<file path="config.mk">
export PLATFORM = sky130hd
export DESIGN_NAME = fft_frame_ctrl
export DESIGN_NICKNAME = d
export VERILOG_FILES = /design/src/rtl/fft_frame_ctrl.sv
export SDC_FILE = /design/constraint.sdc
export NUM_CORES = 1
export LEC_CHECK = 0
export CORE_AREA = 2 2 438 440
export CTS_BUF_LIST = sky130_fd_sc_hd__clkbuf_16
export CTS_CLUSTER_DIAMETER = 120
export CTS_CLUSTER_SIZE = 16
export DETAILED_ROUTE_END_ITERATION = 10
export DIE_AREA = 0 0 440 442
export GPL_ROUTABILITY_DRIVEN = 0
export SYNTH_ARGS = -nofsm -noshare
export SYNTH_HDL_FRONTEND = slang
export SYNTH_SLANG_ARGS = --single-unit
</file>
<file path="constraint.sdc">
create_clock -name clk -period 32.8 [get_ports clk]
set_input_delay 6.56 -clock clk [delete_from_list [all_inputs] [get_ports clk]]
set_output_delay 6.56 -clock clk [all_outputs]
set_load 0.02 [all_outputs]
</file>
<file path="src/rtl/fft_frame_ctrl.sv">
// Frame sequencer for the 16-point pipelined FFT: gathers serial samples into a
// parallel frame, waits out the pipeline latency, then streams the bins back out.
module fft_frame_ctrl #(
  parameter int DATA_W   = 16,
  parameter int N        = 16,
  parameter int PIPE_LAT = 4
) (
  input  logic                clk,
  input  logic                rst_n,
  input  logic                in_valid,
  output logic                in_ready,
  input  logic [DATA_W-1:0]   in_real,
  input  logic [DATA_W-1:0]   in_im,
  output logic [N*DATA_W-1:0] fft_in_real,
  output logic [N*DATA_W-1:0] fft_in_im,
  output logic                fft_launch,
  input  logic [N*DATA_W-1:0] fft_out_real,
  input  logic [N*DATA_W-1:0] fft_out_im,
  output logic                out_valid,
  input  logic                out_ready,
  output logic [DATA_W-1:0]   out_real,
  output logic [DATA_W-1:0]   out_im,
  output logic                out_last,
  output logic                busy,
  output logic [15:0]         frame_count
);

  localparam int IDX_W = $clog2(N);
  localparam int LAT_W = $clog2(PIPE_LAT + 1);
  localparam logic [IDX_W-1:0] LAST_IDX = IDX_W'(N - 1);
  localparam logic [LAT_W-1:0] LAT_END  = LAT_W'(PIPE_LAT);

  typedef enum logic [1:0] {LOAD, WAIT, DRAIN} state_e;

  state_e            state, state_nxt;
  logic [IDX_W-1:0]  wr_idx, rd_idx;
  logic [LAT_W-1:0]  lat_cnt;
  logic              in_hs, out_hs, capture;

  logic [DATA_W-1:0] fb_re [N];
  logic [DATA_W-1:0] fb_im [N];
  logic [DATA_W-1:0] ob_re [N];
  logic [DATA_W-1:0] ob_im [N];

  assign in_hs   = in_valid && in_ready;
  assign out_hs  = out_valid && out_ready;
  assign capture = (state == WAIT) && (lat_cnt == LAT_END);

  // NOTE: sequential state uses non-blocking assignments so every flop samples pre-edge values.
  always_ff @(posedge clk or negedge rst_n) begin
    if (!rst_n) state <= LOAD;
    else        state <= state_nxt;
  end

  // NOTE: next state defaults to the current state so no path through the case infers a latch.
  always_comb begin
    state_nxt = state;
    unique case (state)
      LOAD:    if (in_hs && wr_idx == LAST_IDX) state_nxt = WAIT;
      WAIT:    if (lat_cnt == LAT_END)          state_nxt = DRAIN;
      DRAIN:   if (out_hs && out_last)          state_nxt = LOAD;
      default: state_nxt = LOAD;
    endcase
  end

  always_comb begin
    in_ready   = rst_n && (state == LOAD);
    busy       = (state == WAIT) || (state == DRAIN);
    out_valid  = (state == DRAIN);
    fft_launch = (state == WAIT) && (lat_cnt == '0);
    out_last   = (state == DRAIN) && (rd_idx == LAST_IDX);
    out_real   = (state == DRAIN) ? ob_re[rd_idx] : '0;
    out_im     = (state == DRAIN) ? ob_im[rd_idx] : '0;
  end

  always_ff @(posedge clk or negedge rst_n) begin
    if (!rst_n) begin
      wr_idx      <= '0;
      rd_idx      <= '0;
      lat_cnt     <= '0;
      frame_count <= '0;
    end else begin
      if (in_hs) wr_idx <= (wr_idx == LAST_IDX) ? '0 : wr_idx + 1'b1;
      lat_cnt <= (state == WAIT && lat_cnt != LAT_END) ? lat_cnt + 1'b1 : '0;
      if (capture)     rd_idx <= '0;
      else if (out_hs) rd_idx <= out_last ? '0 : rd_idx + 1'b1;
      if (out_hs && out_last) frame_count <= frame_count + 16'd1;
    end
  end

  // NOTE: the frame buffer drives fft_in_* directly, so it is reset to keep the pipeline input defined.
  always_ff @(posedge clk or negedge rst_n) begin
    if (!rst_n) begin
      for (int k = 0; k < N; k++) begin
        fb_re[k] <= '0;
        fb_im[k] <= '0;
      end
    end else if (in_hs) begin
      fb_re[wr_idx] <= in_real;
      fb_im[wr_idx] <= in_im;
    end
  end

  // Output buffer is only observed in DRAIN, after a capture, so it needs no reset.
  always_ff @(posedge clk) begin
    if (capture) begin
      for (int k = 0; k < N; k++) begin
        ob_re[k] <= fft_out_real[k*DATA_W +: DATA_W];
        ob_im[k] <= fft_out_im[k*DATA_W +: DATA_W];
      end
    end
  end

  always_comb begin
    fft_in_real = '0;
    fft_in_im   = '0;
    for (int k = 0; k < N; k++) begin
      fft_in_real[k*DATA_W +: DATA_W] = fb_re[k];
      fft_in_im[k*DATA_W +: DATA_W]   = fb_im[k];
    end
  end

endmodule
</file>
==> results.toml, run 1 <==
[grt]
grt_max_degree = 172
grt.overflow.total = 0
grt_pass1_wl_um = 189200
use_met3_pct = 2.927
grt_antenna_before_repair = 18
met1_usage_pct = 15.40
grt_usage_pct = 13.66
grt_busiest_layer = "met2"
grt_pass1_vias = 24790
grt_util_met2_pct = 24.92

[clock_network]
cts_hold_buf = 0
clockBufferDepth = 3
cts_buffers = 76
cts_tree = "yes"
cts.sinks = 1053
cts_max_level = 3
post-cts-setup-buffers = 0
cts_root_buf = "clkbuf_16"
cts-resized-gates = 0
clk_latency_ns = 0.71
cts.clk_slew.worst_paths_ns = 0.07

[synthesis]
yosysTopAreaCell = "edfxtp_1"
ys_warn_count = 0
netlist.area_leader.share_pct = 38.06
synthArstFlopShare_pct = 51.38
synth_fp_nets = 2678
synthAdderAreaFrac_pct = 0.3717
yosys_register_bits = 1053
synthTopCellsByArea = "edfxtp_1 (38%), dfrtp_1 (34%), mux2_2 (12%)"
syn_area_per_cell_um2 = 19.07
synth_top_family_by_area = "multiplexers"
synthMuxAreaShare_pct = 22.09
synthXorXnorAreaFrac_pct = 0.3903
synth_common_cells = "dfrtp_1 (541), edfxtp_1 (512), mux2_2 (440)"
ys.flop_type = "dfrtp_1"
yosys.cell_count.top_type = "dfrtp_1"
synth_edf_count = 512
synth_compound_area_share_pct = 1.682
synthCells = 2118
ys_seq_area_share_pct = 71.58
yosys.area_share.simple_pct = 1.564
synth_cell_types = 50
syn_area_mm2 = 0.04039

[timing]
timing.hold.ws_ns = 0.4740
slew_headroom_pct = 21.58
setup_tns_ns = 0
fmax_ghz = 0.06882
slew_violations = 0
grt_setup_unrepaired = "false"
setup_viol = 0
post-route-period-util_pct = 44.30
min_period_ns = 14.53
hold_viol_final = 0
worstMarginPinSlew_ns = 1.173
fin_skew_ns = 0.02433
fin_ws_ns = 18.27

[critical_path]
critical_path_required_ns = 26.24
crit_path_top_delay_cell = "clkdlybuf4s50_1"
cp.arrival_ns = 7.97
ff2ff_setup_slack_ns = 27.35
cp_max_fo = 87
crit_path_max_incr_delay_ns = 0.60
setup.worst_path.class = "in2out"
r2r_end = "ob_re[12][0]"
r2r-start = "state[1]"
path_cells = "buf_8, and2_1, clkdlybuf4s50_1"
r2r_cells = 7
end_kind = "output port"
cp-start-kind = "primary input"

[detailed_routing]
wl_um = 136500
vias = 23600
post_drt_wl_per_cell_um = 23.71
drt_pass1_iterations = 5
ant_nets = 0
first_iter_violations = 1545
remaining_drc_errors = 0
avgViaCountPerCell = 4.099

[placement]
dp_cells = 5640
port_buffers = 1112
post-dp-hpwl_um = 99560
pre_cts_ws_ns = 18.26

[cells_and_area]
area_growth_pct = 39.26
drive_gt1_share_pct = 21.40
fin_nets = 3767
instances_no_fill = 5757

[power]
p_leak_nw = 21.48
ir_drop_v = 0.00003731
finalPower_mw = 4.187
powerDensity_mw_per_mm2 = 74.44

[floorplan]
start_util_pct = 21.31
die_h_um = 442
die-area_mm2 = 0.1945
core_mm2 = 0.1896
pin_count = 1113
rows = 160
dieWidth_um = 440

[min_path]
worstHoldStart = "lat_cnt[0]"
holdPathEnd = "lat_cnt[0]"
hold_path_class = "reg2reg"
worstHoldPathCells = 1

[run]
cap_violations = 0

[status]
status = "complete, no violations"
[placed cells by master, fill, tap and decap left out, types with 32 or more instances in the layout]
cell,n
mux2_2,440
clkbuf_16,77
edfxtp_1,512
mux2i_1,96
a221oi_1,32
mux2_1,75
dfrtp_1,538
mux4_2,96
o21ai_0,68
clkdlybuf4s50_1,1111
[cell type report]
cell class	instances	area (um2)
clock inverters	28	203.9
flip-flops and latches	1053	28920
well taps	2511	3142
clock buffers	77	1927
fillers	18900	133300
multi-input cells	921	10570
diodes	12	30.03
inverters	10	37.54
repair buffers	1145	11420
[worst max-delay path: cells and delay by family]
kind,cells,cell delay (ns)
and+or+nand+nor,1,0.22
buffers and inverters,2,1.04
[per-layer routing]
metal  share of wire (%)  vias to the layer above
met4                 3.2                        8
met5               0.042                        -
li1                    -                    10220
met3                 5.8                      161
met1                  38                    12360
met2                  53                      852
[worst max path at each step]
| stage | start | endpoint | slack, ns |
|---|---|---|---|
| after floorplan | state[1] | ob_im[0][0] | 16.99 |
| after global placement | rst_n | in_ready | 18.24 |
| after detailed placement | rst_n | in_ready | 18.26 |
| after CTS | rst_n | in_ready | 18.25 |
| after global routing | rst_n | in_ready | 18.13 |
| final | rst_n | in_ready | 18.27 |
[power by group]
group	total [mW]	leakage, nW	switching (mW)	internal, mW
Clock	0.894	1.11	0.467	0.427
Combinational	1.52	8.57	0.759	0.759
Sequential	1.78	11.8	0.149	1.63
Total	4.19	21.5	1.37	2.81
[sequential cells by signal, summed over array words and instances, names as in the netlist]
| name | cells |
|---|---|
| frame_count | 16 |
| fft_in_real | 256 |
| fft_in_im | 256 |
| ob_im | 256 |
| lat_cnt | 3 |
| wr_idx | 4 |
| rd_idx | 4 |
| state | 2 |
| ob_re | 256 |
[kinds of logic after synthesis]
family	count (synthesis)
adders and majority gates	12
and+or+nand+nor	76
xor gates and xnor gates	18
muxes	707
DFF	1053
AOI/OAI and AO/OA	108
buffers and inverters	144
[through the flow]
step                util (%)  cell area, um2
detailed placement     28.53           54090
finish                 29.67           56250
global placement       28.53           54090
global route           29.67           56240
floorplan                  -           40390
CTS                    29.65           56220
(Power assumes the default switching activity.)
==> run 2: changes to the inputs <==
--- a/config.mk
+++ b/config.mk
@@ -5,12 +5,12 @@
 export SDC_FILE = /design/constraint.sdc
 export NUM_CORES = 1
 export LEC_CHECK = 0
-export CORE_AREA = 2 2 438 440
+export CORE_AREA = 2 2 430 432
 export CTS_BUF_LIST = sky130_fd_sc_hd__clkbuf_16
 export CTS_CLUSTER_DIAMETER = 120
 export CTS_CLUSTER_SIZE = 16
 export DETAILED_ROUTE_END_ITERATION = 10
-export DIE_AREA = 0 0 440 442
+export DIE_AREA = 0 0 432 434
 export GPL_ROUTABILITY_DRIVEN = 0
 export SYNTH_ARGS = -nofsm -noshare
 export SYNTH_HDL_FRONTEND = slang
==> constraint.sdc (replaced) <==
create_clock -name clk -period 14.2 [get_ports clk]
set_input_delay 2.84 -clock clk [delete_from_list [all_inputs] [get_ports clk]]
set_output_delay 2.84 -clock clk [all_outputs]
set_load 0.02 [all_outputs]
==> run 2 against run 1 <==
Net effect:
- first-iteration DRC count decreased by 9.5%
- clock power up 130%
- non-clock buffer count is 1 higher
- register-to-register slack lost 18 ns
- critical path type is now reg2out
- critical endpoint is now out_real[0]
- largest power group unchanged
==> results.toml, run 2 (synthesis results as in run 1) <==
[floorplan]
rows = 157
die_h_um = 434
pin_count = 1113
start_util_pct = 22.13
core_mm2 = 0.1825
die-area_mm2 = 0.1875
dieWidth_um = 432

[clock_network]
cts.sinks = 1053
cts-resized-gates = 0
cts_buffers = 78
cts_tree = "yes"
clockBufferDepth = 3
cts_max_level = 3
post-cts-setup-buffers = 0
cts_hold_buf = 0
clk_latency_ns = 0.72
cts.clk_slew.worst_paths_ns = 0.07
cts_root_buf = "clkbuf_16"

[timing]
worstMarginPinSlew_ns = 1.094
hold_viol_final = 0
setup_viol = 0
slew_headroom_pct = 26.86
grt_setup_unrepaired = "false"
post-route-period-util_pct = 53.16
slew_violations = 0
min_period_ns = 7.549
fmax_ghz = 0.1325
fin_skew_ns = 0.03330
setup_tns_ns = 0

[detailed_routing]
wl_um = 138200
post_drt_wl_per_cell_um = 24.54
ant_nets = 0
remaining_drc_errors = 0
first_iter_violations = 1398
vias = 23610
avgViaCountPerCell = 4.194
drt_pass1_iterations = 4

[status]
status = "complete, no violations"

[power]
swShare_pct = 32.70
p_seq_share_pct = 42.4
combPwrFrac_pct = 35.9
ir_drop_v = 0.00009592
powerDensity_mw_per_mm2 = 172.4
clockPowerShare_pct = 21.7
p_int_mw = 6.513
power.net_switching_mw = 3.165
p_leak_nw = 21.52
finalPower_mw = 9.678

[placement]
port_buffers = 1112
placed_cell_area_mm2 = 0.05395
post-dp-hpwl_um = 99430

[cells_and_area]
final_util_pct = 30.77
layout_commonest_cell = "clkdlybuf4s50_1"
final_cell_mix = "clkdlybuf4s50_1 (1,111), dfrtp_1 (538), edfxtp_1 (512), mux2_2 (440)"
drive_gt1_share_pct = 21.53
fin_nets = 3770
area_growth_pct = 39.02
fillers = 18010
finalInstanceArea_mm2 = 0.05616

[critical_path]
crit_family = "buffers and inverters"
crit_buf_inv = 3
cp.arrival_ns = 4.71
end_kind = "output port"
crit_path_max_incr_delay_ns = 0.80
crit_path_frequent_cell = "buf_4"
crit_path_top_delay_cell = "buf_4"
cp-start-kind = "register"
path_cells = "buf_4, buf_4, mux4_2, mux2i_1, o21ai_0, clkdlybuf4s50_1"
critical_path_required_ns = 11.36
setup.worst_path.class = "reg2out"
cp_max_fo = 53

[grt]
grt_pass1_vias = 24410
grt_util_met2_pct = 25.95
grt_antenna_before_repair = 30
grt_usage_pct = 14.25
use_met3_pct = 3.977
grt_busiest_layer = "met2"
grt.overflow.total = 0
grt_max_degree = 162
grt_pass1_wl_um = 189100
met1_usage_pct = 15.71

[min_path]
hold_path_class = "reg2reg"

[run]
cap_violations = 0
-- run 2: cell types whose count changed in the layout (fill, tap and decap cells not counted), sizes merged --
cell / delta
diode: -5
clkinv: +1
buf: +1
inv: +1
clkbuf: +1
-- run 2: power by group through the flow --
stage          clock (mW)  combinational, mW  sequential, mW
4_1_cts              2.20               3.54            4.10
2_1_floorplan           0               1.15            4.74
3_5_place_dp            0               3.53            4.17
5_1_grt              2.30               3.65            4.17
3_3_place_gp            0               3.51            4.14
6_report             2.10               3.48            4.10
-- run 2: layout make-up --
class / count / area [um2] / share of cell area, %
diodes: 7 / 17.52 / 0.03119
clock buffers: 78 / 1952 / 3.476
clock inverters: 30 / 234.0 / 0.4167
inverters: 10 / 37.54 / 0.06684
multi-input cells: 921 / 10570 / 18.81
flip-flops and latches: 1053 / 28920 / 51.51
well taps: 2385 / 2984 / 5.314
repair buffers: 1146 / 11440 / 20.37
-- run 2: worst paths after layout --
path                       slack, ns              to        from  cells after the start
setup / recovery                6.65     out_real[0]   rd_idx[1]                      6
hold / removal                  0.46      lat_cnt[0]  lat_cnt[0]                      1
setup reg to reg                9.53     ob_re[2][6]    state[1]                      6
hold reg to reg                 0.46      lat_cnt[0]  lat_cnt[0]                      1
max in group asynchronous       9.38    fft_in_im[3]       rst_n                      4
min in group asynchronous       2.14  fft_in_im[106]       rst_n                      1
-- run 2: metrics by stage --
step           worst slack [ns]  cells  hold slack (ns)
3_3_place_gp              7.042   5515           0.4425
5_1_grt                   6.291   5627           0.4846
2_1_floorplan             6.316   2118           0.4318
4_1_cts                   6.407   5623           0.4622
6_report                  6.651   5630           0.4587
3_5_place_dp              7.053   5515           0.4513
-- run 2: routing by layer --
layer	vias up	part of all wire (%)
li1	10200	-
met2	915	53
met1	12280	37
met4	32	3.1
met5	-	0.15
met3	195	7.0
==> run 3: changes to the inputs <==
==> constraint.sdc (replaced) <==
create_clock -name clk -period 7.4 [get_ports clk]
set_input_delay 1.48 -clock clk [delete_from_list [all_inputs] [get_ports clk]]
set_output_delay 1.48 -clock clk [all_outputs]
set_load 0.02 [all_outputs]
==> run 3 against run 2 <==
Net effect:
- combinational power grew 95%
- via count down 0.45%
- cell area hardly changed
- die area did not move
- routed wire length barely moved
- first-iteration DRC count rose by 9.2%
- largest cell class unchanged
- critical path type unchanged
- total power rose by 93%
- global-route usage hardly changed
- setup slack lost 4.9 ns
==> results.toml, run 3 (synthesis results as in run 1) <==
[critical_path]
r2r-start = "rd_idx[0]"
worstSetupEndpoint = "out_im[13]"
cp-start-kind = "register"
crit_family = "buffers and inverters"
ff2ff_setup_slack_ns = 4.25
crit_buf_inv = 2
crit_path_top_delay_cell = "dfrtp_4"
crit_path_max_incr_delay_ns = 0.78
cp.arrival_ns = 4.16
end_kind = "output port"
cp_max_fo = 33
r2r_cells = 7
path_cells = "buf_4, mux4_2, o21ai_0, o21ai_0, clkdlybuf4s50_1"
cp-startpoint = "rd_idx[2]"
path_depth = 5
critical_path_required_ns = 5.92
setup.worst_path.class = "reg2out"
crit_path_frequent_cell = "o21ai_0"
r2r_end = "frame_count[15]"

[clock_network]
clk_latency_ns = 0.70
cts-resized-gates = 0
cts_max_level = 3
cts_root_buf = "clkbuf_16"
cts.sinks = 1053
cts_hold_buf = 0
cts_buffers = 78
cts_tree = "yes"
cts.clk_slew.worst_paths_ns = 0.08
post-cts-setup-buffers = 0
clockBufferDepth = 3

[detailed_routing]
avgViaCountPerCell = 4.174
remaining_drc_errors = 0
drt_pass1_iterations = 5
met3WireLength_um = 8866
first_iter_violations = 1526
wl_um = 138300
routedLengthMet1_um = 51580
post_drt_wl_per_cell_um = 24.56
ant_nets = 0
routed.top_layer = "met5"
vias = 23510
dr_wl_met2_um = 74220

[cells_and_area]
finalInstanceArea_mm2 = 0.05620
final_cell_mix = "clkdlybuf4s50_1 (1,111), dfrtp_1 (538), edfxtp_1 (512), mux2_2 (440)"
layout_commonest_cell = "clkdlybuf4s50_1"
instances_no_fill = 5632
drive_gt1_share_pct = 21.56
area_growth_pct = 39.14
fin_nets = 3771

[power]
p_leak_nw = 21.53
finalPower_mw = 18.67
ir_drop_v = 0.0002110
powerDensity_mw_per_mm2 = 332.1

[grt]
grt.overflow.total = 0
grt_antenna_before_repair = 26
grt_usage_pct = 14.24
grt_max_degree = 169
grt_pass1_wl_um = 189100
grt_pass1_vias = 24550

[timing]
fmax_ghz = 0.1772
slew_headroom_pct = 24.26
fin_skew_ns = 0.03119
slew_violations = 0
grt_setup_unrepaired = "false"
hold_viol_final = 0
worstMarginPinSlew_ns = 1.133
setup_tns_ns = 0
min_period_ns = 5.645
setup_viol = 0
post-route-period-util_pct = 76.28

[floorplan]
dieWidth_um = 432
rows = 157
die-area_mm2 = 0.1875
start_util_pct = 22.13
core_mm2 = 0.1825
pin_count = 1113
die_h_um = 434

[run]
cap_violations = 0

[min_path]
hold_path_class = "reg2reg"
worstHoldPathCells = 1

[placement]
port_buffers = 1112
dp_cells = 5516
post-dp-hpwl_um = 100100
placed_cell_area_mm2 = 0.05398

[status]
status = "complete, no violations"
-- run 3: cell types whose count changed in the layout (fill, tap and decap cells not counted), sizes merged --
cell | previous run | this run
buf | 35 | 36
clkbuf | 78 | 81
clkinv | 6 | 4
diode | 7 | 10
inv | 34 | 31
-- run 3: stage by stage --
step / hold slack (ns) / utilization (%) / worst slack [ns]
after floorplan: 0.4318 / - / 2.435
after global placement: 0.4479 / 29.58 / 2.043
after detailed placement: 0.4645 / 29.58 / 2.111
after CTS: 0.4749 / 30.78 / 1.268
after global routing: 0.4949 / 30.79 / 1.389
final: 0.4688 / 30.80 / 1.755
-- run 3: worst min-delay path by stage --
stage	slack (ns)	to	start
after detailed placement	0.46	lat_cnt[0]	lat_cnt[0]
after global routing	0.49	fft_in_im[164]	fft_in_im[164]
after global placement	0.45	lat_cnt[0]	lat_cnt[0]
after CTS	0.47	lat_cnt[0]	lat_cnt[0]
after floorplan	0.43	lat_cnt[0]	lat_cnt[0]
final	0.47	lat_cnt[0]	lat_cnt[0]
-- run 3: area by class of cell --
| class | instances | area (um2) |
|---|---|---|
| fillers | 18020 | 126300 |
| flip-flops and latches | 1053 | 28920 |
| repair buffers | 1147 | 11470 |
| multi-input cells | 921 | 10570 |
| well taps | 2385 | 2984 |
| clock buffers | 81 | 2027 |
| clock inverters | 25 | 167.7 |
| inverters | 10 | 37.54 |
| diodes | 10 | 25.02 |
-- run 3: power breakdown --
part,internal [mW],switching (mW),leakage (nW)
logic,3.37,3.40,8.59
clock network,1.97,2.10,1.14
registers,7.21,0.612,11.8
total,12.6,6.11,21.5
-- run 3: layer usage --
metal	up-vias	GRT usage [%]
met3	169	3.200
met1	12190	16.07
met2	916	26.26
met5	-	0
met4	10	4.826
li1	10220	-
